--- config.mk ---
export PLATFORM = sky130hd
export DESIGN_NAME = alu_arbiter
export DESIGN_NICKNAME = d
export VERILOG_FILES = /design/src/rtl/alu_arbiter.sv
export SDC_FILE = /design/constraint.sdc
export NUM_CORES = 1
export LEC_CHECK = 0
export ABC_AREA = 1
export BUFFER_PORTS_ARGS = -buffer_cell sky130_fd_sc_hd__buf_2
export CORE_UTILIZATION = 41
export CTS_CLUSTER_SIZE = 14
export DETAILED_ROUTE_END_ITERATION = 6
export GPL_ROUTABILITY_DRIVEN = 0
export PLACE_DENSITY = 0.87
export SYNTH_ARGS = -nofsm -noshare
export SYNTH_HDL_FRONTEND = slang
export SYNTH_SLANG_ARGS = --single-unit
--- constraint.sdc ---
create_clock -name clk -period 1.25 [get_ports clk]
set_input_delay 0.25 -clock clk [delete_from_list [all_inputs] [get_ports clk]]
set_output_delay 0.25 -clock clk [all_outputs]
set_load 0.1 [all_outputs]
--- src/rtl/alu_arbiter.sv ---
// Two-requester arbiter in front of one shared combinational ALU; one operation in flight.
// Define ALU_ARB_FIXED_PRIO_EN for fixed priority (requester 0 wins); default is round-robin.
module alu_arbiter #(
  parameter int unsigned WIDTH = 32
) (
  input  logic             clk,
  input  logic             rst,
  input  logic             Req0_Valid,
  output logic             Req0_Ready,
  input  logic [WIDTH-1:0] Req0_A,
  input  logic [WIDTH-1:0] Req0_B,
  input  logic [3:0]       Req0_Sel,
  input  logic             Req1_Valid,
  output logic             Req1_Ready,
  input  logic [WIDTH-1:0] Req1_A,
  input  logic [WIDTH-1:0] Req1_B,
  input  logic [3:0]       Req1_Sel,
  output logic [WIDTH-1:0] ALU_A,
  output logic [WIDTH-1:0] ALU_B,
  output logic [3:0]       ALU_Sel,
  input  logic [WIDTH-1:0] ALU_Result,
  input  logic             ALU_Zero,
  output logic             Rsp0_Valid,
  input  logic             Rsp0_Ready,
  output logic             Rsp1_Valid,
  input  logic             Rsp1_Ready,
  output logic [WIDTH-1:0] Rsp_Data,
  output logic             Rsp_Zero,
  output logic             Busy
);

  typedef enum logic [1:0] {StIdle, StExec, StResp} state_e;

  state_e           state_q;
  logic [WIDTH-1:0] a_q, b_q, data_q;
  logic [3:0]       sel_q;
  logic             owner_q, zero_q;
  logic             grant1, handshake, rsp_ready;

`ifdef ALU_ARB_FIXED_PRIO_EN
  always_comb begin
    grant1 = Req1_Valid & ~Req0_Valid;
  end
`else
  // last_q = 1 means requester 1 was granted last, so requester 0 wins the next contention.
  logic last_q;

  always_comb begin
    grant1 = Req1_Valid & (~Req0_Valid | ~last_q);
  end

  always_ff @(posedge clk or negedge rst) begin
    if (!rst) begin
      last_q <= 1'b1;
    end else if (handshake) begin
      last_q <= grant1;
    end
  end
`endif

  always_comb begin
    Req0_Ready = (state_q == StIdle) & Req0_Valid & ~grant1;
    Req1_Ready = (state_q == StIdle) & grant1;
    handshake  = Req0_Ready | Req1_Ready;
    rsp_ready  = owner_q ? Rsp1_Ready : Rsp0_Ready;
  end

  always_ff @(posedge clk or negedge rst) begin
    if (!rst) begin
      state_q <= StIdle;
      a_q     <= '0;
      b_q     <= '0;
      sel_q   <= 4'b0000;
      owner_q <= 1'b0;
      data_q  <= '0;
      zero_q  <= 1'b0;
    end else begin
      unique case (state_q)
        StIdle: begin
          if (handshake) begin
            a_q     <= grant1 ? Req1_A : Req0_A;
            b_q     <= grant1 ? Req1_B : Req0_B;
            sel_q   <= grant1 ? Req1_Sel : Req0_Sel;
            owner_q <= grant1;
            state_q <= StExec;
          end
        end
        StExec: begin
          data_q  <= ALU_Result;
          zero_q  <= ALU_Zero;
          state_q <= StResp;
        end
        StResp: begin
          if (rsp_ready) begin
            state_q <= StIdle;
          end
        end
        default: state_q <= StIdle;
      endcase
    end
  end

  // Operand registers drive the ALU in every state so its inputs never glitch.
  assign ALU_A      = a_q;
  assign ALU_B      = b_q;
  assign ALU_Sel    = sel_q;
  assign Rsp0_Valid = (state_q == StResp) & ~owner_q;
  assign Rsp1_Valid = (state_q == StResp) & owner_q;
  assign Rsp_Data   = data_q;
  assign Rsp_Zero   = zero_q;
  assign Busy       = (state_q != StIdle);

endmodule

* Yosys cells after proc, flatten, opt, wreduce, memory -nomap -nowiden *
Index checks and enable logic that the tools add are counted.

operators by class
  eq/ne operators = 4
  reduce and logical (&&, ||, !) cells = 4
  bitwise gates (word level) = 12
  mux-type cells = 7

operators by type and width
  operator            number
  $mux 32             2
  $and 1x1->1         6
  $pmux 2 s3          1
  $mux 2              2
  $mux 4              1
  $ne 2x2->1 const B  2
  $not 1->1           4
  $reduce_and 2->1    2
  $eq 2x1->1 const B  1
  $eq 2x2->1 const B  1
  $logic_not 2->1     1
  $or 1x1->1          2
  $reduce_bool 2->1   1
  $mux 1              1

word-level totals
  input bits = 175
  flip-flop bits (word level) = 105
  logic and storage cells = 35

* Logic depth before layout (Yosys ltp) *
  depth in word-level cells = 8
  mapped depth = 8

* Least setup slack after synthesis *
OpenSTA, ideal clock, no wires.

  path kind = flip-flop to output port
  from = reg state_q[0]
  to = out Req0_Ready
  path buffers = 2
  arrival = 2.409 ns
  slack = -1.409 ns
  data required time = 1.000 ns
  cell stages (with the launch flop) = 6
  cell sequence = dfrtp_1 buf_2 nor2_4 nand2_2 clkbuf_1 a21oi_1

between the ends
  word-level cells in the longest chain between the ends = 3

ends and longest elaborated chain
  what                      RTL line  RTL
  start: declaration        34        state_e state_q;
  start signal: assignment  70        state_q <= StIdle;
  start signal: assignment  85        state_q <= StExec;
  start signal: assignment  91        state_q <= StResp;
  $logic_not 2->1           62        Req0_Ready = (state_q == StIdle) & Req0_Valid & ~grant1;
  $and 1x1->1 (2 in a row)  62
  end: declaration          9         output logic Req0_Ready,

No other way between the ends.

* Final worst setup path *
Same ends and word-level chain as after synthesis.

==> impl_metrics.csv <==
group,metric,value,unit
status,status,"finished, violations left",
status,violations,"negative setup slack",
critical_path,path_cells,"nor2_4 -> nand2_4 -> a21oi_4 -> buf_12",
die,fp.dieH,113.5,um
drt,wl_per_cell,18.87,um
cts,path_clk_slew,0.07,ns
yosys,yosysSeqAreaShare,51.60,%
yosys,synth_area,0.005095,mm^2
global_route,grtUsageTotal,30.67,%
drt,firstDrtPassIters,7,
run,maxCapViolCount,0,
layout,final.fill_count,683,
critical_path,rr_startpoint,"last_q",
timing,fin_crit,1.667,ns
timing,worstMarginPinSlew,0.3396,ns
critical_path,cpPeakStageDelay,0.45,ns
timing,slew_violations,0,
cts,cts.sinks,105,
drt,dr.first_iter.drc_count,580,
timing,setup_viol,76,
global_route,antenna_found_initial,2,
hold_path,hp-start,"ALU_Result[2]",
cts,cts-htree-levels,3,
timing,slew_headroom,77.36,%
critical_path,slowest_stage,"dfrtp_2",
cts,cts_tree,"built",
yosys,ys_ff_latch,105,
drt,via_count,6325,
drt,drt-total-wl,21910,um
die,core,0.01206,mm^2
critical_path,cpLargestDelayFamily,"flip-flops",
layout,final_net_count,1161,
yosys,netlist-cell-type-count,15,
placed_design,hpwl,13400,um
critical_path,worst-setup-path-type,"reg -> out",
global_route,grt_pass1_wl,30170,um
placed_design,postPlaceCellArea,0.008422,mm^2
yosys,yosysWarnings,0,
critical_path,r2r_cells,8,
layout,sequential_cell_area,0.002635,mm^2
die,ios,281,
critical_path,cp.arrival,1.42,ns
critical_path,r2r_slack,-0.30,ns
timing,fmax,599.9,MHz
timing,finalHoldViolations,0,
timing,worst_slack,-0.4169,ns
cts,worstSkewPairLatency,0.34,ns
layout,post-route-cell-area,0.009866,mm^2
timing,fin_skew,0.005753,ns
critical_path,crit_path_end_kind,"output port",
yosys,synth_area_per_cell,7.395,um^2
drt,ant_nets,0,
critical_path,cp-endpoint,"Req0_Ready",
layout,utilization,81.79,%
layout,layout-drive-gt1-share,46.72,%
timing,period_share,133.4,%
yosys,syn_inst,689,
drt,viasPerCell,5.448,
hold_path,hold_path_class,"in -> reg",
layout,multi_input_area,0.002688,mm^2
die,dieArea,0.01288,mm^2
timing,rsz0062_at_grt,"yes",
critical_path,worstPathMaxFanout,4,
cts,cts-root-buf,"clkbuf_16",
global_route,grt_pass1_vias,5691,
die,initial_core_util,42.24,%
global_route,grt-ovfl-total,0,
drt,remaining_drc_errors,0,
critical_path,reg2reg_to,"ALU_B[31]",
cts,cts_buffer_depth,2,
die,rows,40,
yosys,syn_nets,864,
global_route,grt_start_max_net_pins,37,
critical_path,cp_num_buf_inv,1,
hold_path,hold_depth,3,
layout,areaGrowthSynthToFinish,93.64,%
critical_path,start_kind,"flip-flop",
cts,cts_buffers,9,
placed_design,io_buffers,280,
critical_path,cp_num_cells,4,
die,die_w,113.5,um
critical_path,required,1.00,ns
critical_path,startpoint,"state_q[0]",
[worst min-delay path: cells and delay by family]
kind,cells,cell delay [ns]
buf+inv,1,0.08
simple gates,2,0.12
[cells in the mapped netlist, drive strengths merged]
| master | instances | area [um^2] |
|---|---|---|
| nand2 | 350 | 1324 |
| nand3 | 171 | 860.8 |
| dfrtp | 104 | 2603 |
| clkbuf | 27 | 101.4 |
| buf | 26 | 133.9 |
| inv | 4 | 15.01 |
| nor2 | 4 | 22.52 |
| a21oi | 1 | 5.000 |
| clkinv | 1 | 3.750 |
| dfstp | 1 | 26.28 |
[registers in the layout, summed over array words and instances (netlist names)]
name	cells
last_q	1
ALU_B	32
Rsp_Data	32
state_q	2
Rsp_Zero	1
owner_q	1
ALU_A	32
ALU_Sel	4
[layout by cell type (no fill, tap or decap), types with 2 or more instances in the layout]
master,count
nand2_4,16
nand3_1,138
buf_4,19
inv_1,2
diode_2,2
dfrtp_2,5
clkinvlp_4,3
dfrtp_1,99
buf_2,173
clkinv_2,4
nand2_1,288
clkbuf_8,2
nand2_2,43
nand2_8,3
buf_6,4
nand3_4,2
buf_8,3
nor2_4,4
nand3_2,31
clkbuf_16,16
buf_12,120
buf_16,11
[what timing repair did]
item / 4_1_cts / 5_1_grt
hold endpoints to repair: 14 / 0
cloned: 12 / 7
buffers inserted: 6 / 8
pin swaps: 9 / 25
setup endpoints to repair: 76 / 103
hold buffers: 1 / 0
resized for setup: 53 / 98
[metrics by stage]
stage | std cells | setup WS (ns) | TNS [ns] | hold WS (ns)
5_1_grt | 1160 | -0.4580 | -22.14 | 0.1411
6_report | 1161 | -0.4169 | -18.89 | 0.1425
3_3_place_gp | 1112 | -0.09437 | -5.013 | 0.1619
3_5_place_dp | 1112 | -0.1767 | -8.965 | 0.1624
4_1_cts | 1147 | -0.4531 | -18.78 | 0.1337
2_1_floorplan | 689 | -0.4097 | -2.201 | -0.04559
[routing by layer]
metal / global-route usage, % / vias to the layer above / wire length, um
li1: - / 2806 / -
met1: 34.72 / 2971 / 7657
met2: 54.19 / 458 / 11180
met3: 7.917 / 88 / 2125
met4: 14.12 / 2 / 939
met5: 0 / - / 13
[layout make-up]
class                      count  share of cell area (%)
multi-input combinational    526                   27.24
clock inverter                 5                  0.3044
clock buffer                  11                   2.562
timing repair buffer         339                   40.76
sequential                   105                   26.71
inverter                       5                  0.2410
tap                          168                   2.131
antenna                        2                 0.05073
[worst min-delay path by stage]
stage / end
after floorplan: ALU_A[0]
after global placement: ALU_A[19]
after detailed placement: ALU_B[31]
after CTS: Rsp_Data[8]
after global routing: Rsp_Data[8]
final: Rsp_Data[2]
[kinds of logic after synthesis]
kind of cell / after synthesis / synth area share (%)
AO/OA/AOI/OAI: 1 / 0.09814
buffers and inverters: 58 / 4.985
flip-flops: 105 / 51.60
AND/OR/NAND/NOR: 525 / 43.32
Power is not shown: default switching activity piles up to over one toggle a cycle in this logic, so the estimate is an artifact.
